### config.mk
export PLATFORM = sky130hd
export DESIGN_NAME = ddr_req_axi_bridge
export DESIGN_NICKNAME = d
export VERILOG_FILES = /design/src/rtl/ddr_req_axi_bridge.sv
export SDC_FILE = /design/constraint.sdc
export NUM_CORES = 1
export LEC_CHECK = 0
export ABC_AREA = 1
export CORE_AREA = 2 2 160 162
export CTS_CLUSTER_DIAMETER = 30
export DETAILED_ROUTE_END_ITERATION = 8
export DIE_AREA = 0 0 162 164
export GPL_ROUTABILITY_DRIVEN = 0
export GPL_TIMING_DRIVEN = 1
export PLACE_DENSITY = 0.7
export SLEW_MARGIN = 30
export SYNTH_ARGS = -nofsm -noshare
export SYNTH_HDL_FRONTEND = slang
export SYNTH_SLANG_ARGS = --single-unit
### constraint.sdc
create_clock -name clk -period 5.8 [get_ports clk]
set_input_delay 1.45 -clock clk [delete_from_list [all_inputs] [get_ports clk]]
set_output_delay 1.45 -clock clk [all_outputs]
set_load 0.1 [all_outputs]
### src/rtl/ddr_req_axi_bridge.sv
// ddr_req_axi_bridge: turns each ddr_req request into one single-beat AXI3 write (AW+W+B) or read (AR+R).
// Only one transaction is outstanding at a time.
// Optional feature: define DDR_ADDR_CHECK_EN to turn away requests outside [AddrLo, AddrHi] without touching AXI.
// Ports:
//   clk, reset                           clock, asynchronous active-high reset
//   ddr_req/addr/wdata/wstrb             request; a nonzero wstrb means write, a zero wstrb means read
//   ddr_rdata, ddr_ready, ddr_busy, err  read data, completion pulse, busy flag, sticky error flag
//   axi_aw*/w*/b*                        AXI3 write address, write data and write response channels
//   axi_ar*/r*                           AXI3 read address and read data channels
module ddr_req_axi_bridge #(
  parameter int AddrW = 32,
  parameter int DataW = 64,
  parameter logic [AddrW-1:0] AddrLo = 32'h0010_0000,
  parameter logic [AddrW-1:0] AddrHi = 32'h3FFF_FFFF,
  localparam int StrbW = DataW / 8
) (
  input  logic             clk,
  input  logic             reset,
  input  logic             ddr_req,
  input  logic [AddrW-1:0] ddr_addr,
  input  logic [DataW-1:0] ddr_wdata,
  input  logic [StrbW-1:0] ddr_wstrb,
  output logic [DataW-1:0] ddr_rdata,
  output logic             ddr_ready,
  output logic             ddr_busy,
  output logic             err,
  output logic [AddrW-1:0] axi_awaddr,
  output logic             axi_awvalid,
  input  logic             axi_awready,
  output logic [3:0]       axi_awlen,
  output logic [2:0]       axi_awsize,
  output logic [1:0]       axi_awburst,
  output logic [DataW-1:0] axi_wdata,
  output logic [StrbW-1:0] axi_wstrb,
  output logic             axi_wlast,
  output logic             axi_wvalid,
  input  logic             axi_wready,
  input  logic [1:0]       axi_bresp,
  input  logic             axi_bvalid,
  output logic             axi_bready,
  output logic [AddrW-1:0] axi_araddr,
  output logic             axi_arvalid,
  input  logic             axi_arready,
  output logic [3:0]       axi_arlen,
  output logic [2:0]       axi_arsize,
  output logic [1:0]       axi_arburst,
  input  logic [DataW-1:0] axi_rdata,
  input  logic [1:0]       axi_rresp,
  input  logic             axi_rvalid,
  input  logic             axi_rlast,
  output logic             axi_rready
);
  typedef enum logic [2:0] {IDLE, WR, BWAIT, RD, RWAIT, RDONE, REJECT} state_t;
  state_t state;
  logic [AddrW-4:0] addr_q;
  logic bad_addr;
  logic unused_rlast;
  assign unused_rlast = axi_rlast;
`ifdef DDR_ADDR_CHECK_EN
  assign bad_addr = ddr_addr < AddrLo || ddr_addr > AddrHi;
`else
  logic unused_range;
  assign unused_range = ^{AddrLo, AddrHi};
  assign bad_addr = 1'b0;
`endif
  assign axi_awaddr = {addr_q, 3'b000};
  assign axi_araddr = {addr_q, 3'b000};
  assign axi_awlen = 4'd0;
  assign axi_arlen = 4'd0;
  assign axi_awsize = 3'd3;
  assign axi_arsize = 3'd3;
  assign axi_awburst = 2'b01;
  assign axi_arburst = 2'b01;
  assign axi_wlast = axi_wvalid;
  always_ff @(posedge clk or posedge reset) begin
    if (reset) begin
      state <= IDLE;
      addr_q <= '0;
      ddr_rdata <= '0;
      ddr_ready <= 1'b0;
      ddr_busy <= 1'b0;
      err <= 1'b0;
      axi_awvalid <= 1'b0;
      axi_wvalid <= 1'b0;
      axi_wdata <= '0;
      axi_wstrb <= '0;
      axi_bready <= 1'b0;
      axi_arvalid <= 1'b0;
      axi_rready <= 1'b0;
    end else begin
      ddr_ready <= 1'b0;
      case (state)
        IDLE: if (ddr_req) begin
          addr_q <= ddr_addr[AddrW-1:3];
          axi_wdata <= ddr_wdata;
          axi_wstrb <= ddr_wstrb;
          ddr_busy <= 1'b1;
          if (bad_addr) begin
            state <= REJECT;
            err <= 1'b1;
          end else if (|ddr_wstrb) begin
            state <= WR;
            axi_awvalid <= 1'b1;
            axi_wvalid <= 1'b1;
          end else begin
            state <= RD;
            axi_arvalid <= 1'b1;
          end
        end
        WR: begin
          // each channel drops its valid on its own handshake; move on once neither is pending
          if (axi_awready) axi_awvalid <= 1'b0;
          if (axi_wready) axi_wvalid <= 1'b0;
          if ((!axi_awvalid || axi_awready) && (!axi_wvalid || axi_wready)) begin
            state <= BWAIT;
            axi_bready <= 1'b1;
            ddr_ready <= 1'b1;
          end
        end
        BWAIT: if (axi_bvalid) begin
          state <= IDLE;
          axi_bready <= 1'b0;
          ddr_busy <= 1'b0;
          if (|axi_bresp) err <= 1'b1;
        end
        RD: if (axi_arready) begin
          state <= RWAIT;
          axi_arvalid <= 1'b0;
          axi_rready <= 1'b1;
        end
        RWAIT: if (axi_rvalid) begin
          state <= RDONE;
          axi_rready <= 1'b0;
          ddr_rdata <= axi_rdata;
          ddr_ready <= 1'b1;
          if (|axi_rresp) err <= 1'b1;
        end
        RDONE: begin
          state <= IDLE;
          ddr_busy <= 1'b0;
        end
        REJECT: begin
          // the pulse is given from RDONE so the still-high request is not re-sampled in IDLE
          state <= RDONE;
          ddr_ready <= 1'b1;
          if (axi_wstrb == '0) ddr_rdata <= '0;
        end
        default: state <= IDLE;
      endcase
    end
  end
endmodule

==> results of run 1 <==
## flip-flops by register name, summed over array words and instances, names as in the netlist
signal	flops
ddr_rdata	64
ddr_busy	1
err	1
ddr_ready	1
axi_wlast	1
axi_wstrb	8
addr_q	29
axi_arvalid	1
axi_rready	1
axi_awvalid	1
axi_wdata	64
axi_bready	1
state	3
## metal layers
metal	vias up	track usage	routed length (µm)
met5	-	0	0
met3	33	0.0439	1630
met1	3362	0.237	10700
met2	256	0.304	12400
li1	3546	-	-
met4	0	0.0555	566
## layout make-up
type,instances,share of cell area
Timing Repair Buffer,388,0.316
Inverter,19,0.00612
Clock inverter,13,0.00949
Multi-Input combinational cell,659,0.239
Tap cell,330,0.0337
Sequential cell,176,0.359
Clock buffer,19,0.0361
## per-stage QoR
step,setup slack [ns],instances,instance area (µm²)
after floorplan,2.10,967,8130
after global placement,1.91,1571,11700
after detailed placement,1.92,1571,11700
after CTS,2.29,1603,12200
after global routing,2.16,1604,12300
final,2.32,1604,12300
## how the worst min path moves through the flow
stage,end,depth (start not counted)
3_3_place_gp,ddr_rdata[63]$_DFFE_PP0P_,2
3_5_place_dp,ddr_rdata[57]$_DFFE_PP0P_,2
5_1_grt,ddr_rdata[38]$_DFFE_PP0P_,2
6_report,ddr_rdata[57]$_DFFE_PP0P_,2
2_1_floorplan,err$_DFFE_PP0P_,3
4_1_cts,ddr_rdata[57]$_DFFE_PP0P_,2
## Yosys cell counts (2+ instances only)
master	number
nand2_1	421
dfrtp_1	176
o21ai_0	92
nand3b_1	65
buf_4	59
buf_2	24
clkbuf_1	19
inv_1	17
nor2_1	17
o21ai_1	14
nand3_1	13
buf_6	8
buf_1	3
nor2_4	3
a21oi_1	2
conb_1	2
inv_2	2
nand4_1	2
o21bai_1	2
## logic make-up (layout without fill, tap and decap cells)
group,Yosys count,in the layout,synth area share
buffers and inverters,132,439,0.100
flip-flops,176,176,0.547
other,2,24,0.000933
AND/OR/NAND/NOR,524,524,0.282
AO/OA/AOI/OAI,111,111,0.0698
==> impl_metrics.tcl, run 1 <==
set metrics [dict create \
    grt_max_degree 177 \
    overflow 0 \
    period_needed_ns 3.48 \
    nNetsFinal 1442 \
    setup_tns_ns 0 \
    postCtsSetupRepairBufs 0 \
    finClkSkew_ns 0.0135 \
    cts_tree "built" \
    fillers 2401 \
    slew-limit-headroom 0.298 \
    first_iter_violations 612 \
    port_buffers 379 \
    fp.dieW_um 162 \
    utilization 0.494 \
    ctsHoldBuffers 0 \
    final_cell_mix "nand2_1 (421), clkdlybuf4s50_1 (375), dfrtp_1 (176), o21ai_0 (92), nand3b_1 (65)" \
    crit_slowest_cell "clkdlybuf4s50_1" \
    critical_path_class "flip-flop to output port" \
    cts-root-buf "clkbuf_16" \
    cap_viol_max_count 0 \
    startpoint_type "flip-flop" \
    die_h_um 164 \
    start_util 0.324 \
    crit_arrival_ns 2.03 \
    crit_fanout 3 \
    wirelength_um 25200 \
    outcome "complete, no violations" \
    min_path_type "flip-flop to flip-flop" \
    syn_to_final_growth_pct 52.3 \
    grt_pass1_vias 6880 \
    tightestPinTransition_ns 1.05 \
    clkTransAtPathRegs_ns 0.07 \
    numCtsBuffers 17 \
    min_from "ddr_rdata[57]$_DFFE_PP0P_" \
    synth_flop_cell "dfrtp_1" \
    cts.sinks 176 \
    path_delay_family "buffers and inverters" \
    reg2reg_to "ddr_rdata[43]$_DFFE_PP0P_" \
    holdWs_ns 0.470 \
    crit_required_ns 4.35 \
    syn_inst 945 \
    drc 0 \
    syn_area_per_cell_um2 8.52 \
    firstDrtPassIters 5 \
    antenna_found_initial 0 \
    r2r_cells 9 \
    slowest_delay_ns 1.17 \
    cp_cell_sequence "clkdlybuf4s50_1" \
    critical_path.startpoint "addr_q[27]$_DFFE_PP0P_" \
    synth.top_cell.area_share 0.547 \
    ctsLongestPathBuffers 2 \
    drive_above_1_share 0.0416 \
    num_antenna_cells 0 \
    critical_path.reg2reg.startpoint "state[0]$_DFFE_PP0P_" \
    vias_per_cell 4.49 \
    multi_input_area_um2 2930 \
    via_count 7197 \
    hold_viol_final 0 \
    finalSetupViolations 0 \
    layout.cells.most_common "nand2_1" \
    post_drt_wl_per_cell_um 15.7 \
    htree_levels 4 \
    syn_area_um2 8050 \
    ff_latch_area_um2 4400 \
    die_area_um2 26600 \
    synthDistinctLibCells 23 \
    endpoint "axi_araddr[30]" \
    path_depth 1 \
    yosys_warnings 0 \
    synth_edf_count 0 \
    coreArea_um2 24800 \
    hpwl_um 17300 \
    yosysTopAreaCell "dfrtp_1" \
    rsz0062_at_grt "false" \
    ant_nets 0 \
    min_period_over_period 0.600 \
    insertion_delay_ns 0.42 \
    grt_pass1_wl_um 38400 \
    async_flop_share 1.00 \
    end_kind "output port" \
    max_freq_mhz 287 \
    synth_seq_cells 176 \
    seq_area_frac_synth 0.547 \
    yosys-top-cells-area "dfrtp_1 (55%), nand2_1 (20%), nand3b_1 (6.1%), o21ai_0 (5.7%), buf_4 (5.5%)" \
    critPathBufInv 1 \
    finalMaxSlewViolations 0 \
    grtUsageTotal 0.183 \
    r2r_setup_slack_ns 2.50 \
    rows 58 \
    cts_resized 0 \
    io_pins 408 \
]
Power of run 1 is left out: the tool's default activity adds up to more than one toggle a clock period on the data nets, which glitch-free logic cannot reach.
==> inputs of run 2 (changes only) <==
Clock period 5.8 ns to 2.85 ns, I/O delays scaled along.
==> run 2 against run 1 <==
  * First-iteration DRC count increased by 3.8%
  * Hold slack improved by 0.0015 ns
  * Cell area decreased by 3.2%
  * Non-clock buffer count is 6 higher
  * Routed wire length fell by 0.21%
  * Critical path type is now input pin to flip-flop
==> impl_metrics.tcl, run 2 (synthesized netlist as in run 1, its figures left out) <==
set metrics [dict create \
    finalMaxSlewViolations 0 \
    end_kind "flip-flop" \
    numCtsBuffers 17 \
    slew-limit-headroom 0.520 \
    overflow 0 \
    cts.sinks 176 \
    grt_pass1_vias 6708 \
    drive_above_1_share 0.201 \
    crit_arrival_ns 2.33 \
    firstDrtPassIters 5 \
    min_period_over_period 0.713 \
    nNetsFinal 1448 \
    coreArea_um2 24800 \
    die_area_um2 26600 \
    grt_pass1_wl_um 37600 \
    finalSetupViolations 0 \
    crit_slowest_cell "clkdlybuf4s50_1" \
    ant_nets 0 \
    layout.cells.non_filler 1609 \
    startpoint_type "input pin" \
    fp.dieW_um 162 \
    tightestPinTransition_ns 0.721 \
    cts-root-buf "clkbuf_16" \
    ctsHoldBuffers 0 \
    layout.cells.most_common "nand2_1" \
    holdWs_ns 0.471 \
    cap_viol_max_count 0 \
    top_regs "axi_wdata: 64 flops, ddr_rdata: 64 flops, addr_q: 29 flops" \
    via_count 7264 \
    die_h_um 164 \
    grt_max_degree 97 \
    outcome "complete, no violations" \
    finClkSkew_ns 0.0131 \
    start_util 0.324 \
    crit_fanout 64 \
    hold_viol_final 0 \
    clkTransAtPathRegs_ns 0.06 \
    max_freq_mhz 492 \
    rsz0062_at_grt "false" \
    placed_cells 1578 \
    io_pins 408 \
    min_path_type "flip-flop to flip-flop" \
    cts_tree "built" \
    post_drt_wl_per_cell_um 15.7 \
    postCtsSetupRepairBufs 0 \
    rows 58 \
    wirelength_um 25200 \
    final_cell_mix "nand2_1 (421), buf_4 (212), dfrtp_1 (176), clkdlybuf4s50_1 (176), o21ai_0 (92)" \
    num_antenna_cells 0 \
    vias_per_cell 4.51 \
    cts_resized 0 \
    drc 0 \
    grtUsageTotal 0.180 \
    antenna_found_initial 0 \
    syn_to_final_growth_pct 47.5 \
    htree_levels 4 \
    utilization 0.478 \
    slowest_delay_ns 0.46 \
    crit_required_ns 3.15 \
    setup_tns_ns 0 \
    port_buffers 379 \
    ctsLongestPathBuffers 2 \
    cp_cell_sequence "clkdlybuf4s50_1, inv_1, nand3_1, inv_1, nor2_4, nand2_4, nand2_1, nand2_1" \
    critical_path_class "input pin to flip-flop" \
    hpwl_um 17600 \
    first_iter_violations 635 \
    period_needed_ns 2.03 \
    insertion_delay_ns 0.42 \
]
run 2: cell count changes in the layout (fill, tap and decap cells not counted):
cell	before	now
clkinv_2	1	0
clkdlybuf4s50_1	375	176
buf_12	1	6
clkinvlp_4	2	4
buf_4	6	212
clkinv_4	2	4
buf_2	4	0
inv_6	6	2
buf_16	1	0
buf_6	1	0
bufinv_16	0	1
inv_8	3	2
run 2: stage by stage:
| stage | setup WS (ns) | area (µm²) |
|---|---|---|
| final | 0.818 | 11900 |
| after global routing | 0.672 | 11900 |
| after CTS | 0.810 | 11900 |
| after detailed placement | 0.358 | 11300 |
| after global placement | 0.402 | 11300 |
| after floorplan | -0.115 | 8130 |
run 2: path summary, 6_finish.rpt:
kind	depth (start not counted)	endpoint	slack, ns	startpoint
setup / recovery	8	ddr_rdata[43]$_DFFE_PP0P_	0.82	axi_rvalid
hold / removal	2	ddr_rdata[1]$_DFFE_PP0P_	0.47	ddr_rdata[1]$_DFFE_PP0P_
setup reg to reg	8	ddr_rdata[43]$_DFFE_PP0P_	0.96	state[0]$_DFFE_PP0P_
hold reg to reg	2	ddr_rdata[1]$_DFFE_PP0P_	0.47	ddr_rdata[1]$_DFFE_PP0P_
max in group asynchronous	3	axi_wdata[38]$_DFFE_PP0P_	1.64	reset
min in group asynchronous	3	ddr_rdata[31]$_DFFE_PP0P_	0.76	reset
run 2: per-layer routing:
layer	up-vias	GRT usage	wire length [µm]
met4	0	0.0623	602
met5	-	0	0
met1	3429	0.237	10800
met2	247	0.293	12300
met3	38	0.0417	1490
li1	3550	-	-
run 2: critical path, delay by kind of cell:
family / cells / cell delay, ns
and+or+nand+nor: 5 / 0.97
buffers and inverters: 3 / 0.61
run 2: layout make-up:
type                       instances  area [µm²]
multi-input combinational        659        2930
sequential                       176        4400
fill                            2461       13000
clock buffer                      19         443
timing repair buffer             394        3470
tap                              330         413
inverter                          19        75.1
clock inverter                    12         128
Power of run 2 is left out for the same reason.
==> inputs of run 3 (changes only) <==
Settings changed: CORE_AREA 2 2 160 162 to 2 2 158 160, DIE_AREA 0 0 162 164 to 0 0 160 162, PLACE_DENSITY 0.7 to 0.69.
Clock period 2.85 ns to 2 ns, I/O delays scaled along.
==> run 3 against run 2 <==
  * Sequential share of layout area fell by 4.7 points
  * Clock-buffer cell count rose by 1
  * Global-route usage rose by 1.8 points
  * Cell area rose by 14%
  * Routed wire length rose by 3.9%
  * Non-clock buffer count rose by 10
  * Critical endpoint is now axi_wdata[34]$_DFFE_PP0P_
  * Die area fell by 2.4%
  * Via count rose by 1.3%
  * Highest routed layer unchanged
==> impl_metrics.tcl, run 3 (synthesized netlist as in run 1, its figures left out) <==
set metrics [dict create \
    outcome "complete, no violations" \
    wirelength_um 26200 \
    via_count 7362 \
    utilization 0.563 \
    firstDrtPassIters 5 \
    top_regs "axi_wdata: 64 flops, ddr_rdata: 64 flops, addr_q: 29 flops" \
    min_period_over_period 0.900 \
    grtUsageTotal 0.198 \
    rsz0062_at_grt "false" \
    numCtsBuffers 17 \
    postCtsSetupRepairBufs 0 \
    cts.sinks 176 \
    min_path_type "flip-flop to flip-flop" \
    die_area_um2 25900 \
    finClkSkew_ns 0.0149 \
    slowest_delay_ns 0.54 \
    path_delay_family "buffers and inverters" \
    ant_nets 0 \
    antenna_found_initial 1 \
    start_util 0.334 \
    crit_slowest_cell "buf_4" \
    layout.cells.most_common "nand2_1" \
    max_freq_mhz 556 \
    r2r_cells 5 \
    critical_path.reg2reg.startpoint "state[2]$_DFFE_PP0P_" \
    first_iter_violations 488 \
    ctsLongestPathBuffers 2 \
    cts_resized 0 \
    period_needed_ns 1.80 \
    insertion_delay_ns 0.42 \
    crit_arrival_ns 2.16 \
    htree_levels 4 \
    overflow 0 \
    whs_endpoint "ddr_rdata[54]$_DFFE_PP0P_" \
    rows 57 \
    critical_path_class "flip-flop to flip-flop" \
    grt_max_degree 98 \
    end_kind "flip-flop" \
    cp_cell_sequence "inv_1, nand2_2, buf_4, o21ai_0, nand2_1" \
    crit_required_ns 2.36 \
    drive_above_1_share 0.206 \
    cts-root-buf "clkbuf_16" \
    reg2reg_to "axi_wdata[34]$_DFFE_PP0P_" \
    ctsHoldBuffers 0 \
    syn_to_final_growth_pct 68.7 \
    critPathBufInv 2 \
    grt_pass1_wl_um 40500 \
    min_from "ddr_rdata[54]$_DFFE_PP0P_" \
    critical_path.startpoint "state[2]$_DFFE_PP0P_" \
    vias_per_cell 4.56 \
    crit_fanout 60 \
    cts_tree "built" \
    clkTransAtPathRegs_ns 0.08 \
    grt_pass1_vias 7116 \
    coreArea_um2 24100 \
    post_drt_wl_per_cell_um 16.2 \
    drc 0 \
    fp.dieW_um 160 \
    worstHoldPathCells 2 \
    io_pins 408 \
    finalSetupViolations 0 \
    nNetsFinal 1458 \
    final_cell_mix "nand2_1 (421), dfrtp_1 (176), clkdlybuf4s50_1 (176), buf_12 (138), o21ai_0 (92)" \
    cap_viol_max_count 0 \
    hpwl_um 19200 \
    finalMaxSlewViolations 0 \
    port_buffers 379 \
    hold_viol_final 0 \
    startpoint_type "flip-flop" \
    slew-limit-headroom 0.614 \
    die_h_um 162 \
    tightestPinTransition_ns 0.579 \
    r2r_setup_slack_ns 0.20 \
]
## run 3: routing by layer
| layer | GRT usage | share of wire | vias up |
|---|---|---|---|
| li1 | - | - | 3566 |
| met1 | 0.253 | 0.41 | 3534 |
| met2 | 0.342 | 0.52 | 233 |
| met3 | 0.0378 | 0.050 | 29 |
| met4 | 0.0643 | 0.020 | 0 |
| met5 | 0 | 0 | - |
## run 3: area by class of cell
type	count	area, µm²
Tap cell	324	405
Timing Repair Buffer	404	5200
Clock buffer	20	437
Clock inverter	12	125
Inverter	19	75.1
Multi-Input combinational cell	659	2930
Sequential cell	176	4400
Fill cell	2150	10500
Antenna cell	1	2.50
## run 3: per-stage QoR
stage	area, µm²	std cells	worst slack [ns]	hold WS, ns	setup TNS (ns)
final	13600	1615	0.201	0.474	0
after global routing	13600	1614	0.0104	0.494	0
after CTS	13600	1614	0.169	0.477	0
after detailed placement	13000	1582	0.0404	0.459	0
after global placement	13000	1582	0.0719	0.456	0
after floorplan	8130	967	-0.753	0.617	-132.46
## run 3: worst max-delay path by stage
stage	to	slack, ns	cells past startpoint
finish	axi_wdata[34]$_DFFE_PP0P_	0.20	5
global route	axi_wdata[34]$_DFFE_PP0P_	0.01	5
CTS	axi_wdata[34]$_DFFE_PP0P_	0.17	5
detailed placement	ddr_rdata[37]$_DFFE_PP0P_	0.04	9
global placement	ddr_rdata[9]$_DFFE_PP0P_	0.07	9
floorplan	addr_q[0]$_DFFE_PP0P_	-0.75	1
## run 3: tightest hold or removal path, cell delays in order, from the launching register on
cell and delay, ns:
dfrtp_1 0.34, nand2_1 0.05, nand2_1 0.05
Power of run 3 is left out for the same reason.
